===== src/rtl/vector_permute_seq_pkg.sv =====
`default_nettype none
// =============================================================================
// Module : vector_permute_seq_pkg -- shared types for the permute sequencer
// Rev    : 1.0  initial release
// =============================================================================
package vector_permute_seq_pkg;

  localparam int C_NUM_ELEMS  = 8;
  localparam int C_ELEM_SIZE  = 16;
  localparam int C_REG_ADDR_W = 5;

  typedef enum logic [2:0] {
    PERM_PACK,
    PERM_SPLAT,
    PERM_SPLATB,
    PERM_SHIFT,
    PERM_SHIFTB,
    PERM_SELECT
  } Permute_op;

  typedef enum logic [1:0] {
    MODE_UPPER,
    MODE_LOWER,
    MODE_LEFT,
    MODE_RIGHT
  } Permute_mode;

  typedef enum logic [2:0] {
    FXV_COND_EQ,
    FXV_COND_NE,
    FXV_COND_LT,
    FXV_COND_GE,
    FXV_COND_GT,
    FXV_COND_LE,
    FXV_COND_ALWAYS,
    FXV_COND_NEVER
  } Fxv_cond;

  typedef enum logic [1:0] {
    ST_IDLE,
    ST_EXEC,
    ST_WB
  } Permute_seq_state;

  // full is only ever set for a PACK/LEFT op still waiting on its RIGHT pass
  typedef struct packed {
    Permute_op                op;
    Permute_mode              mode;
    logic                     full;
    logic [2:0]               size;
    logic [C_ELEM_SIZE-1:0]   g;
    logic signed [4:0]        shift;
    logic [C_REG_ADDR_W-1:0]  dest;
  } Permute_uop;

endpackage
`default_nettype wire


===== src/rtl/vector_permute_ctrl_if.sv =====
`default_nettype none
// =============================================================================
// Module : Vector_permute_ctrl_if -- control fields from sequencer to permute unit
// Rev    : 1.0  initial release
// =============================================================================
interface Vector_permute_ctrl_if
  import vector_permute_seq_pkg::*;
#(
  parameter int ELEM_SIZE = C_ELEM_SIZE
);

  Permute_op             op;
  logic [2:0]            size;
  logic [ELEM_SIZE-1:0]  g;
  logic signed [4:0]     shift;
  logic                  pack_upper;
  logic                  pack_lower;
  logic                  unpack_left;
  logic                  unpack_right;
  logic                  keep_res;

  modport ctrl (
    output op, size, g, shift, pack_upper, pack_lower, unpack_left, unpack_right, keep_res
  );

  modport unit (
    input op, size, g, shift, pack_upper, pack_lower, unpack_left, unpack_right, keep_res
  );

endinterface
`default_nettype wire


===== src/rtl/vector_permute_seq.sv =====
`default_nettype none
// =============================================================================
// Module : vector_permute_seq -- issues permute micro-ops and hands results to writeback
// Rev    : 1.0  initial release
// =============================================================================
module vector_permute_seq
  import vector_permute_seq_pkg::*;
#(
  parameter int NUM_ELEMS  = C_NUM_ELEMS,
  parameter int ELEM_SIZE  = C_ELEM_SIZE,
  parameter int REG_ADDR_W = C_REG_ADDR_W
) (
  input  logic                  clk,
  input  logic                  reset,
  input  logic                  iss_valid,
  output logic                  iss_ready,
  input  Permute_op             iss_op,
  input  Permute_mode           iss_mode,
  input  logic                  iss_full,
  input  logic [2:0]            iss_size,
  input  logic [ELEM_SIZE-1:0]  iss_g,
  input  logic signed [4:0]     iss_shift,
  input  logic [REG_ADDR_W-1:0] iss_dest,
  Vector_permute_ctrl_if.ctrl   ctrl,
  output logic                  wb_valid,
  input  logic                  wb_ready,
  output logic [REG_ADDR_W-1:0] wb_dest,
  output logic                  busy
);

  // The op register is a package struct, so its widths pin the parameters.
  if (NUM_ELEMS != C_NUM_ELEMS || ELEM_SIZE != C_ELEM_SIZE || REG_ADDR_W != C_REG_ADDR_W)
  begin : g_param_check
    $error("vector_permute_seq: parameters must match vector_permute_seq_pkg");
  end

  localparam Permute_uop C_UOP_RESET = '{
    op: PERM_SPLAT, mode: MODE_UPPER, full: 1'b0, size: 3'd0, g: '0, shift: '0, dest: '0
  };

  Permute_seq_state r_state;
  Permute_uop       r_uop;
  Permute_uop       w_iss_uop;
  logic             w_accept;
  logic             w_second_pass;
  logic             w_is_pack;

  always_comb begin
    w_iss_uop = '{
      op:    iss_op,
      mode:  iss_mode,
      full:  iss_full && (iss_op == PERM_PACK) && (iss_mode == MODE_LEFT),
      size:  iss_size,
      g:     iss_g,
      shift: iss_shift,
      dest:  iss_dest
    };

    w_second_pass = (r_state == ST_WB) && r_uop.full;
    iss_ready     = reset && ((r_state == ST_IDLE) ||
                              ((r_state == ST_WB) && wb_ready && !w_second_pass));
    w_accept      = iss_valid && iss_ready;

    wb_valid = (r_state == ST_WB);
    wb_dest  = r_uop.dest;
    busy     = (r_state != ST_IDLE);

    // Fields follow the op register in every state; only keep_res is EXEC-gated.
    w_is_pack         = (r_uop.op == PERM_PACK);
    ctrl.op           = r_uop.op;
    ctrl.size         = r_uop.size;
    ctrl.g            = r_uop.g;
    ctrl.shift        = r_uop.shift;
    ctrl.pack_upper   = w_is_pack && (r_uop.mode == MODE_UPPER);
    ctrl.pack_lower   = w_is_pack && (r_uop.mode == MODE_LOWER);
    ctrl.unpack_left  = w_is_pack && (r_uop.mode == MODE_LEFT);
    ctrl.unpack_right = w_is_pack && (r_uop.mode == MODE_RIGHT);
    ctrl.keep_res     = (r_state == ST_EXEC);
  end

  always_ff @(posedge clk or negedge reset) begin
    if (!reset) begin
      r_state <= ST_IDLE;
      r_uop   <= C_UOP_RESET;
    end else begin
      case (r_state)
        ST_IDLE: begin
          if (w_accept) begin
            r_uop   <= w_iss_uop;
            r_state <= ST_EXEC;
          end
        end
        ST_EXEC: r_state <= ST_WB;
        ST_WB: begin
          if (wb_ready) begin
            if (r_uop.full) begin
              r_uop.dest <= r_uop.dest + 1'b1;
              r_uop.mode <= MODE_RIGHT;
              r_uop.full <= 1'b0;
              r_state    <= ST_EXEC;
            end else if (w_accept) begin
              r_uop   <= w_iss_uop;
              r_state <= ST_EXEC;
            end else begin
              r_state <= ST_IDLE;
            end
          end
        end
        default: r_state <= ST_IDLE;
      endcase
    end
  end

endmodule
`default_nettype wire


===== src/flat_wrapper.sv =====
// flat-port wrapper written by rule: the top's interface ports become plain ports
module vector_permute_seq_flat import vector_permute_seq_pkg::*;
#(
  parameter int NUM_ELEMS  = C_NUM_ELEMS,
  parameter int ELEM_SIZE  = C_ELEM_SIZE,
  parameter int REG_ADDR_W = C_REG_ADDR_W
)
  (clk, reset, iss_valid, iss_ready, iss_op, iss_mode, iss_full, iss_size, iss_g, iss_shift, iss_dest, wb_valid, wb_ready, wb_dest, busy, ctrl_op, ctrl_size, ctrl_g, ctrl_shift, ctrl_pack_upper, ctrl_pack_lower, ctrl_unpack_left, ctrl_unpack_right, ctrl_keep_res);
  Vector_permute_ctrl_if #(.ELEM_SIZE(ELEM_SIZE)) ctrl_i ();
  input  logic clk;
  input  logic reset;
  input  logic iss_valid;
  output logic iss_ready;
  input  Permute_op iss_op;
  input  Permute_mode iss_mode;
  input  logic iss_full;
  input  logic [2:0] iss_size;
  input  logic [ELEM_SIZE-1:0] iss_g;
  input  logic signed [4:0] iss_shift;
  input  logic [REG_ADDR_W-1:0] iss_dest;
  output logic wb_valid;
  input  logic wb_ready;
  output logic [REG_ADDR_W-1:0] wb_dest;
  output logic busy;
  output wire logic [$bits(ctrl_i.op)-1:0] ctrl_op;
  output wire logic [$bits(ctrl_i.size)-1:0] ctrl_size;
  output wire logic [$bits(ctrl_i.g)-1:0] ctrl_g;
  output wire logic [$bits(ctrl_i.shift)-1:0] ctrl_shift;
  output wire logic [$bits(ctrl_i.pack_upper)-1:0] ctrl_pack_upper;
  output wire logic [$bits(ctrl_i.pack_lower)-1:0] ctrl_pack_lower;
  output wire logic [$bits(ctrl_i.unpack_left)-1:0] ctrl_unpack_left;
  output wire logic [$bits(ctrl_i.unpack_right)-1:0] ctrl_unpack_right;
  output wire logic [$bits(ctrl_i.keep_res)-1:0] ctrl_keep_res;
  assign ctrl_op = ctrl_i.op;
  assign ctrl_size = ctrl_i.size;
  assign ctrl_g = ctrl_i.g;
  assign ctrl_shift = ctrl_i.shift;
  assign ctrl_pack_upper = ctrl_i.pack_upper;
  assign ctrl_pack_lower = ctrl_i.pack_lower;
  assign ctrl_unpack_left = ctrl_i.unpack_left;
  assign ctrl_unpack_right = ctrl_i.unpack_right;
  assign ctrl_keep_res = ctrl_i.keep_res;
  vector_permute_seq #(.NUM_ELEMS(NUM_ELEMS), .ELEM_SIZE(ELEM_SIZE), .REG_ADDR_W(REG_ADDR_W)) u_core (.clk(clk), .reset(reset), .iss_valid(iss_valid), .iss_ready(iss_ready), .iss_op(iss_op), .iss_mode(iss_mode), .iss_full(iss_full), .iss_size(iss_size), .iss_g(iss_g), .iss_shift(iss_shift), .iss_dest(iss_dest), .ctrl(ctrl_i), .wb_valid(wb_valid), .wb_ready(wb_ready), .wb_dest(wb_dest), .busy(busy));
endmodule

===== config.mk =====
export PLATFORM = sky130hd
export DESIGN_NAME = vector_permute_seq_flat
export DESIGN_NICKNAME = d
export VERILOG_FILES = /design/src/rtl/vector_permute_seq_pkg.sv /design/src/rtl/vector_permute_ctrl_if.sv /design/src/rtl/vector_permute_seq.sv /design/src/flat_wrapper.sv
export SDC_FILE = /design/constraint.sdc
export NUM_CORES = 1
export LEC_CHECK = 0
export CAP_MARGIN = 10
export CORE_MARGIN = 4
export CORE_UTILIZATION = 30
export CTS_CLUSTER_SIZE = 16
export DETAILED_ROUTE_END_ITERATION = 7
export GPL_TIMING_DRIVEN = 0
export PLACE_DENSITY = 0.64
export SLEW_MARGIN = 20
export SYNTH_ARGS = -nofsm -noshare
export SYNTH_HDL_FRONTEND = slang
export SYNTH_SLANG_ARGS = --single-unit

===== constraint.sdc =====
create_clock -name clk -period 2 [get_ports clk]
set_input_delay 0.4 -clock clk [delete_from_list [all_inputs] [get_ports clk]]
set_output_delay 0.4 -clock clk [all_outputs]
set_load 0.005 [all_outputs]

# Yosys cells after proc, flatten, opt, wreduce, memory -nomap -nowiden
# Cells that the tools add are included.
[op_classes]
addsub = 1
n_eq_ne = 11
n_mux = 13
n_reduce_logical = 23
[ops]
columns = ["cell", "count"]
rows = [
  ["two-way mux 35 bit", 3],
  ["one-hot mux 35 bit (2 select lines)", 1],
  ["two-way mux 24 bit", 1],
  ["logical AND 1 bit", 11],
  ["equality test 2 bit (second input constant)", 4],
  ["zero test 3 bit", 2],
  ["two-way mux 2 bit", 3],
  ["two-way mux 3 bit", 2],
  ["inequality test 2 x 1 -> 1 bit (second input constant)", 3],
  ["one-hot mux 2 bit (3 select lines)", 1],
  ["adder 5 x 1 -> 5 bit (second input constant)", 1],
  ["two-way mux 5 bit", 1],
  ["AND reduction 5 bit", 1],
  ["equality test 2 x 1 -> 1 bit (second input constant)", 2],
  ["zero test 2 bit", 2],
  ["AND reduction 4 bit", 1],
  ["nonzero test 2 bit", 2],
  ["inequality test 3 x 1 -> 1 bit (second input constant)", 1],
  ["AND reduction 3 bit", 1],
  ["inequality test 2 bit (second input constant)", 1],
  ["AND reduction 2 bit", 1],
  ["zero test 1 bit", 1],
  ["logical OR 1 bit", 1],
  ["two-way mux 1 bit", 1],
]
[totals]
ff_bits = 37
wordCells = 56

# Longest topological paths before layout
# Gate-level depths: netlist (run 1).
[depth]
depth_word = 11
depth_mapped = 6
mapped_depth_nobuf = 5

# Worst setup path before layout (run 1)
# No wires, ideal clock.
[synth_timing]
kind = "reg2reg"
startpoint = "reg u_core.r_uop[29] in the netlist's numbering"
endpoint = "reg u_core.r_uop (netlist bit u_core.ctrl.g[0])"
setup_time_ns = 0.125
arrival_ns = 1.564
required_time_ns = 1.875
path_slack_ns = 0.311
path_stages_with_launch = 5
n_path_buf = 1
synth_period_minus_slack_ns = 1.689
cell_sequence = "dfrtp_1 nand2b_4 a211oi_4 buf_6 mux2_2"
[synth_via]
elab_chain_len = 8
elab_cells_between_ends = 10
[synth_lines]
columns = ["element", "line", "source"]
rows = [
  ["start, declared", "vector_permute_seq.sv:42", "Permute_uop r_uop;"],
  ["start signal, assigned", "vector_permute_seq.sv:89", "r_uop <= w_iss_uop;"],
  ["start signal, assigned", "vector_permute_seq.sv:102", "r_uop <= w_iss_uop;"],
  ["logical AND 1 bit", "vector_permute_seq.sv:59", "w_second_pass = (r_state == ST_WB) && r_uop.full;"],
  ["zero test 1 bit", "vector_permute_seq.sv:61", "((r_state == ST_WB) && wb_ready && !w_second_pass));"],
  ["logical AND 1 bit", "vector_permute_seq.sv:61", ""],
  ["logical OR 1 bit", "vector_permute_seq.sv:60", "iss_ready = reset && ((r_state == ST_IDLE) ||"],
  ["logical AND 1 bit", "vector_permute_seq.sv:60", ""],
  ["logical AND 1 bit", "vector_permute_seq.sv:62", "w_accept = iss_valid && iss_ready;"],
  ["inequality test 2 x 1 -> 1 bit (no source line)", "--", ""],
  ["AND reduction 5 bit (no source line) (*)", "--", ""],
]
# Mark *: on every way between the ends. The rest lies on a longest branch, timed or not.
# A chain may end at the register's enable or synchronous reset.

# Worst setup path in the final report (run 1)
[layout_timing]
startpoint = "reg u_core.r_state[0]"
endpoint = "out iss_ready"
[layout_via]
elab_chain_len = 6
elab_cells_between_ends = 8
[layout_lines]
columns = ["element", "line", "source"]
rows = [
  ["start, declared", "vector_permute_seq.sv:41", "Permute_seq_state r_state;"],
  ["start signal, assigned", "vector_permute_seq.sv:83", "r_state <= ST_IDLE;"],
  ["start signal, assigned", "vector_permute_seq.sv:90", "r_state <= ST_EXEC;"],
  ["start signal, assigned", "vector_permute_seq.sv:93", "ST_EXEC: r_state <= ST_WB;"],
  ["equality test 2 bit", "vector_permute_seq.sv:59, vector_permute_seq.sv:61", ""],
  ["logical AND 1 bit", "vector_permute_seq.sv:59", ""],
  ["zero test 1 bit", "vector_permute_seq.sv:61", ""],
  ["logical AND 1 bit", "vector_permute_seq.sv:61", ""],
  ["logical OR 1 bit (*)", "vector_permute_seq.sv:60", ""],
  ["logical AND 1 bit (*)", "vector_permute_seq.sv:60", ""],
  ["end, declared", "flat_wrapper.sv:13", "output logic iss_ready;"],
]
# Marked as above.

==> flow_summary.ini, run 1 <==
[placed_design]
placed_cells_incl_taps = 317
gp_congestion = 0.728
dpl.hpwl_um = 3200
place_area_um2 = 2770
io_buffers = 78

[setup_path]
cp_cell_sequence = nand2b_1 -> a21oi_1 -> clkdlybuf4s50_1
rr_endpoint = u_core.ctrl.shift[3]
startpoint_type = flip-flop
cp_slowest_cell = clkdlybuf4s50_1
crit_required_ps = 1600
crit_path_max_fanout = 8
critPathMaxStageDelay_ps = 520
worstSetupPathType = reg -> out
r2r_cells = 4
rr_startpoint = u_core.r_state[0]
crit_path_end_kind = primary output
critPathArrivalTime_ps = 1550
r2r_setup_slack_ps = 340

[yosys]
yosys_warnings = 0
avgSynthCellArea_um2 = 11.5
synth_common_cells = 36 x dfrtp_1, 32 x buf_4, 26 x mux2_2
synth_top_cell_by_area = dfrtp_1
synth.most_common_cell = dfrtp_1
synth_top_area_share_pct = 48.1
synth-edff-count = 0
ys_top_cells_by_area = dfrtp_1 48%, mux2_2 16%, buf_4 13%, a21oi_1 2.4%, nor2_1 2.2%
synth-main-ff-cell = dfrtp_1
netlist_area_um2 = 1870
synth-async-reset-ratio_pct = 100
seq_area_frac_synth_pct = 49.5
synth_cells = 163
ys_types = 33
ys_ff_latch = 37
syn-num-nets = 203

[pwr]
irDropWorstVdd_mv = 0.409
power.density_nw_per_um2 = 848
p_leak_uw = 0.00126
power.total_uw = 2490

[drt]
post_drt_via_cell_ratio = 4.37
drcViolationCount = 0
wire_per_inst_um = 12.8
dr_wl_met2_um = 1930
dr.pass1.iters = 4
top_layer_used = met4
vias = 1446
routed_wl_um = 4240
wl_met1_um = 1870
dr_wl_met3_um = 405
antenna_left = 0
first_iter_violations = 47

[timing]
setup_viol = 0
finalMaxSlewViolations = 0
worst_pin_slew_ps = 782
max_freq_ghz = 0.514
fin_crit_sh_pct = 97.3
whs_ps = 17.2
rsz0062_at_grt = true
fin_worst_skew_ps = 4.92
slew_headroom_pct = 47.7
hold_viol = 0
min_period_ps = 1950

[global_routing]
antenna_found_initial = 0
grtUsageTotal_pct = 11.4
grt_pass1_wl_um = 6710
grt-ovfl-total = 0
grt_pass1_vias = 1364
grt_max_degree = 23

[worst_hold_path]
hold_class = in -> async

[status]
status = completed

[clock_network]
cts_buffers = 5
cts_tree = done
cts_num_sinks = 37
root_buffer = clkbuf_8
clock_latency_ps = 280
cts.clk_slew.worst_paths_ps = 70
cts.htree.levels = 2
cts_buffer_depth = 2

[finish]
fillers = 582
multi_input_area_um2 = 693
diodes = 0
syn2layout_area_growth_pct = 57.0
final_cells = 331
stdcell_area_um2 = 2940
drive_above_1_share_pct = 32.8
utilization_pct = 49.1
final_net_count = 295
seq_area_um2 = 930

[die]
ios = 79
core_um2 = 5990
start_util_pct = 31.3
dieArea_um2 = 7570
row_count = 28
die_x_um = 87.0
die_y_um = 87.0

[flow_run]
drv_cap = 0
## per-layer routing
| layer | GRT usage (%) | up-vias |
|---|---|---|
| li1 | - | 716 |
| met3 | 4.54 | 5 |
| met4 | 3.40 | 0 |
| met5 | 0 | - |
| met1 | 14.9 | 673 |
| met2 | 17.3 | 52 |
## timing repair
action | 4_1_cts | 5_1_grt
pin swaps | 2 | 1
gates resized for setup | 12 | 8
setup buffers | 4 | 2
endpoints found under the hold margin | 17 | 0
hold buffers | 1 | 0
endpoints found under the setup margin | 36 | 4
## metrics by stage
stage	TNS (ps)	setup slack, ps
after floorplan	0	311
after global placement	-92370	-2150
after detailed placement	-16580	-597
after CTS	0	10.3
after global routing	-6.30	-6.30
final	0	54.9
## worst max path at each step
stage	from	to	slack [ps]	depth (start not counted)
after CTS	u_core.r_state[1]	wb_valid	10	3
after detailed placement	reset	u_core.ctrl.g[11]	-600	6
after floorplan	u_core.r_uop[29]	u_core.ctrl.g[0]	310	4
after global placement	reset	u_core.ctrl.g[8]	-2150	5
after global routing	u_core.ctrl.op[0]	ctrl_unpack_right	-6	5
final	u_core.r_state[0]	iss_ready	50	3
## where the power goes
group          internal (uW)  leakage (uW)  switching (uW)
sequential               917      0.000435             117
clock                    248     0.0000395             246
combinational            699      0.000783             267
## critical path: cells and delay by family (launching register included)
family | cells | cell delay, ps
buffers and inverters | 1 | 520
AND/OR/NAND/NOR | 1 | 160
flip-flops | 1 | 470
AO/OA/AOI/OAI | 1 | 120
## logic make-up (layout without fill, tap and decap cells)
kind of cell             Yosys count  in the layout  share of synthesized area (%)
AO/OA/AOI/OAI                     22             22                           7.88
adder cells (fa/ha/maj)            1              1                          0.668
buffers and inverters             38            131                           14.9
flip-flops                        37             37                           49.5
multiplexers                      27             27                           16.2
AND/OR/NAND/NOR                   38             38                           10.8
## sequential cells by signal, indices dropped and copies added (netlist names)
register / cells
u_core.wb_dest: 5
u_core.r_uop: 3
u_core.ctrl.size: 3
u_core.ctrl.shift: 5
u_core.r_state: 2
u_core.ctrl.g: 16
u_core.ctrl.op: 3
## cell type report
cell class	count	share of cell area, %
plain buffers	35	9.19
clock buffers	8	2.72
inverters	2	0.255
multi-input cells	88	23.6
flip-flops and latches	37	31.6
well taps	75	3.19
repair buffers	86	29.4
## placed cells by master (no fill, tap or decap), types with 2 or more instances in the layout
master / n
a21oi_1: 9
buf_4: 39
buf_6: 3
clkbuf_1: 3
clkbuf_8: 5
clkdlybuf4s15_1: 3
clkdlybuf4s50_1: 72
dfrtp_1: 34
dfrtp_2: 2
mux2_2: 26
nand2_1: 6
nand3_1: 3
nand3b_1: 3
nor2_1: 10
nor2b_1: 4
nor3_1: 2
o21ai_0: 6
Power figures use the tool's default switching activity.
==> run 2, diff against run 1 <==
CORE_ASPECT_RATIO = 0.5   (was unset)
CORE_MARGIN = unset   (was 4)
==> run 2 against run 1 <==
- critical path depth unchanged
- cell count increased by 3.3%
- via count increased by 0.76%
- power increased by 13%
==> flow_summary.ini, run 2 (synthesis gave the netlist of run 1 again) <==
[finish]
syn2layout_area_growth_pct = 62.8
drive_above_1_share_pct = 34.5
utilization_pct = 53.0
final_net_count = 297
final_common_cell = clkdlybuf4s50_1
layout.cells.most_common_list = 72 x clkdlybuf4s50_1, 41 x buf_4, 34 x dfrtp_1, 26 x mux2_2, 11 x nor2_1
diodes = 0
largest_reg_flops = 16

[setup_path]
critPathMaxStageDelay_ps = 440
critPathArrivalTime_ps = 1530
startpoint_type = flip-flop
crit_path_end_kind = primary output
crit_required_ps = 1600
crit_path_max_fanout = 10
cp_cell_sequence = buf_4 -> or2_2 -> clkdlybuf4s50_1
r2r_setup_slack_ps = 330
cp_slowest_cell = clkdlybuf4s50_1
worstSetupPathType = reg -> out

[timing]
fin_worst_skew_ps = 2.32
worst_pin_slew_ps = 929
tns_ps = 0
fin_ws_ps = 69.9
slew_headroom_pct = 37.9
rsz0062_at_grt = false
setup_viol = 0
finalMaxSlewViolations = 0
fin_crit_sh_pct = 96.5
max_freq_ghz = 0.518
min_period_ps = 1930
hold_viol = 0

[clock_network]
cts_buffers = 5
cts_tree = done
cts_buffer_depth = 2
cts.htree.levels = 2
cts.clk_slew.worst_paths_ps = 50
cts_num_sinks = 37
root_buffer = clkbuf_16
clock_latency_ps = 270

[die]
dieArea_um2 = 6580
start_util_pct = 32.6
row_count = 19
die_x_um = 114
die_y_um = 57.9
ios = 79
core_um2 = 5750

[pwr]
p_int_uw = 2150
sw_frac_of_total_pct = 23.8
switchingPower_uw = 672
irDropWorstVdd_mv = 0.358
p_leak_uw = 0.00135
combinationalPowerShare_pct = 34.7
pwr-share-clk_pct = 28.6
seqPwrFrac_pct = 36.8
power.density_nw_per_um2 = 925

[drt]
dr.pass1.iters = 3
first_iter_violations = 32
post_drt_via_cell_ratio = 4.26
antenna_left = 0
drcViolationCount = 0
vias = 1457
routed_wl_um = 4260
wire_per_inst_um = 12.4

[placed_design]
io_buffers = 78
pre_cts_ws_ps = -608
gp_congestion = 0.721
dpl.hpwl_um = 3190

[status]
status = completed

[global_routing]
grt_pass1_wl_um = 6860
grtUsageTotal_pct = 13.7
grt-ovfl-total = 0
grt_max_degree = 21
grt_pass1_vias = 1466
antenna_found_initial = 0

[flow_run]
drv_cap = 0

[worst_hold_path]
hold_class = in -> async
-- run 2: cell types whose count changed in the layout (fill, tap and decap cells not counted), moves of 2 or more --
cell | before | now
buf_4 | 39 | 41
clkbuf_1 | 3 | 0
clkbuf_16 | 0 | 5
clkbuf_8 | 5 | 2
clkdlybuf4s15_1 | 3 | 0
dlymetal6s2s_1 | 1 | 3
-- run 2: area by class of cell --
| cell class | instances | area [um2] |
|---|---|---|
| Sequential cell | 37 | 930 |
| Clock buffer | 7 | 153 |
| Clock inverter | 1 | 5.00 |
| Fill cell | 528 | 2700 |
| Multi-Input combinational cell | 88 | 694 |
| Tap cell | 84 | 105 |
| Timing Repair Buffer | 88 | 885 |
| Buffer | 35 | 270 |
| Inverter | 2 | 7.51 |
-- run 2: path summary, 6_finish.rpt --
kind | from | endpoint | cells past startpoint
min in group clk | u_core.ctrl.shift[0] | u_core.ctrl.shift[0] | 1
hold reg to reg | u_core.ctrl.shift[0] | u_core.ctrl.shift[0] | 1
hold / removal | reset | u_core.r_uop[29] | 2
setup reg to reg | u_core.r_state[1] | u_core.wb_dest[2] | 6
setup / recovery | u_core.r_state[1] | busy | 3
max in group asynchronous | reset | u_core.ctrl.size[1] | 2
-- run 2: timing repair --
item	in CTS	in global routing
hold buffers	1	0
pin swaps	2	1
buffers inserted	3	5
setup endpoints to repair	37	7
resized for setup	8	9
endpoints found under the hold margin	20	0
-- run 2: power by group through the flow --
stage                     Combinational, uW  Clock (uW)  Sequential [uW]
after global routing                   1060         877             1060
after detailed placement                952           0             1040
after CTS                               969         832             1040
after floorplan                         477           0             1010
final                                   978         806             1040
after global placement                  932           0             1030
-- run 2: through the flow --
stage / std cells / total power [uW] / hold WS, ps / area, um2
2_1_floorplan: 163 / 1490 / 104 / 1870
3_3_place_gp: 325 / 1960 / 492 / 2760
3_5_place_dp: 326 / 1990 / 417 / 2780
4_1_cts: 337 / 2840 / 42.3 / 2990
5_1_grt: 342 / 3000 / 43.5 / 3050
6_report: 342 / 2820 / 41.5 / 3050
-- run 2: routing by layer --
layer	GRT usage [%]	part of all wire (%)	vias up	wire, um
met4	3.95	0.63	0	27
met5	0	0	-	0
li1	-	-	719	-
met1	16.8	45	714	1920
met2	24.2	52	22	2200
met3	3.24	2.8	2	118
-- run 2: worst max-delay path, delay by kind of cell (launching register included) --
family	cells	cell delay (ps)
DFF	1	360
buffers and inverters	2	610
and+or+nand+nor	1	290
==> run 3, diff against run 2 <==
ABC_AREA = 0   (was unset)
CORE_MARGIN = 2   (was unset)
==> run 3 against run 2 <==
- fmax down 1.5%
- utilization down 3.4 points
- non-clock buffer count shrank 1
- via count up 1.9%
- largest cell class unchanged
- die area up 5.3%
- sequential share of layout area grew 0.46 points
- register-to-register slack lost 50 ps
- critical endpoint unchanged
- sequential power about the same
==> flow_summary.ini, run 3 (synthesis gave the netlist of run 1 again) <==
[status]
status = completed

[clock_network]
hold_buffers = 0
cts_tree = done
root_buffer = clkbuf_16
cts.clk_slew.worst_paths_ps = 50
clock_latency_ps = 270
cts_buffer_depth = 2
cts_buffers = 5
cts_num_sinks = 37
cts.htree.levels = 2

[global_routing]
antenna_found_initial = 0
grtUsageTotal_pct = 12.9
grt_pass1_wl_um = 6850
grt-ovfl-total = 0
grt_pass1_vias = 1473
grt_max_degree = 21

[drt]
vias = 1484
antenna_left = 0
post_drt_via_cell_ratio = 4.30
wire_per_inst_um = 12.4
drcViolationCount = 0
dr.pass1.iters = 4
routed_wl_um = 4280
first_iter_violations = 41

[timing]
max_freq_ghz = 0.510
setup_viol = 0
min_period_ps = 1960
finalMaxSlewViolations = 0
worst_pin_slew_ps = 468
fin_crit_sh_pct = 98.0
hold_viol = 0
rsz0062_at_grt = false
fin_ws_ps = 39.8
fin_worst_skew_ps = 2.55
slew_headroom_pct = 68.6
whs_ps = 41.2

[setup_path]
critPathArrivalTime_ps = 1560
crit_path_end_kind = primary output
crit_path_max_fanout = 10
crit_required_ps = 1600
startpoint_type = flip-flop
worstSetupPathType = reg -> out

[die]
start_util_pct = 30.9
ios = 79
dieArea_um2 = 6930
die_x_um = 116
row_count = 20
core_um2 = 6060
die_y_um = 59.9

[finish]
final_net_count = 296
seq_area_um2 = 930
layout.cells.most_common_list = 71 x clkdlybuf4s50_1, 40 x buf_4, 34 x dfrtp_1, 26 x mux2_2, 11 x nor2_1
final_common_cell = clkdlybuf4s50_1
multi_input_area_um2 = 686
syn2layout_area_growth_pct = 60.4
utilization_pct = 49.6
stdcell_area_um2 = 3000
largest_reg_flops = 16
fillers = 575
final_cells = 345
diodes = 0
drive_above_1_share_pct = 32.7

[placed_design]
io_buffers = 78
placed_cells_incl_taps = 330
dpl.hpwl_um = 3300
place_area_um2 = 2790
gp_congestion = 0.799
pre_cts_ws_ps = -494

[pwr]
p_leak_uw = 0.00131
power.density_nw_per_um2 = 911
irDropWorstVdd_mv = 0.416

[worst_hold_path]
hold_class = in -> async

[flow_run]
drv_cap = 0
## run 3: cell count changes in the layout (fill, tap and decap cells not counted), sizes merged
cell           change
buf                -1
clkbuf             +2
clkdlybuf4s15      +1
clkdlybuf4s50      -1
clkinv             -1
dlygate4sd2        +1
dlygate4sd3        -1
dlymetal6s2s       -1
## run 3: area by class of cell
type                            instances  area share [%]
Buffer                                 35            8.91
Clock buffer                            8            4.54
Inverter                                2           0.250
Multi-Input combinational cell         88            22.8
Sequential cell                        37            30.9
Tap cell                               88            3.67
Timing Repair Buffer                   87            28.9
## run 3: layer usage
layer / vias up / track usage (%) / share of wire, %
li1: 716 / - / -
met1: 730 / 15.9 / 43
met2: 30 / 22.1 / 52
met3: 8 / 2.74 / 3.2
met4: 0 / 5.61 / 1.7
met5: - / 0 / 0
## run 3: final timing paths
check	end	cells past startpoint	slack [ps]	from
hold reg to reg	u_core.ctrl.shift[3]	1	500	u_core.ctrl.shift[3]
setup reg to reg	u_core.wb_dest[2]	6	280	u_core.r_state[1]
max in group asynchronous	u_core.ctrl.op[0]	2	1480	reset
setup / recovery	busy	3	40	u_core.r_state[1]
min in group clk	u_core.ctrl.shift[3]	1	500	u_core.ctrl.shift[3]
hold / removal	u_core.ctrl.g[14]	1	40	reset
## run 3: critical path, cell delays in order (launching register included)
cell	delay, ps
dfrtp_1	350
buf_2	180
or2_2	300
clkdlybuf4s50_1	450
## run 3: what timing repair did
action | CTS | global route
endpoints found under the setup margin | 36 | 9
cloned | 0 | 0
buffers inserted | 3 | 5
gates resized for setup | 8 | 7
pin swaps | 2 | 1
## run 3: where the power goes
group,total (uW),internal (uW),switching (uW)
Combinational,972,697,275
Sequential,1040,919,119
Clock,728,463,265
## run 3: stage by stage
stage	power (uW)	TNS [ps]
2_1_floorplan	1490	0
3_3_place_gp	1970	-84760
3_5_place_dp	2000	-12910
4_1_cts	2770	0
5_1_grt	2910	0
6_report	2740	0
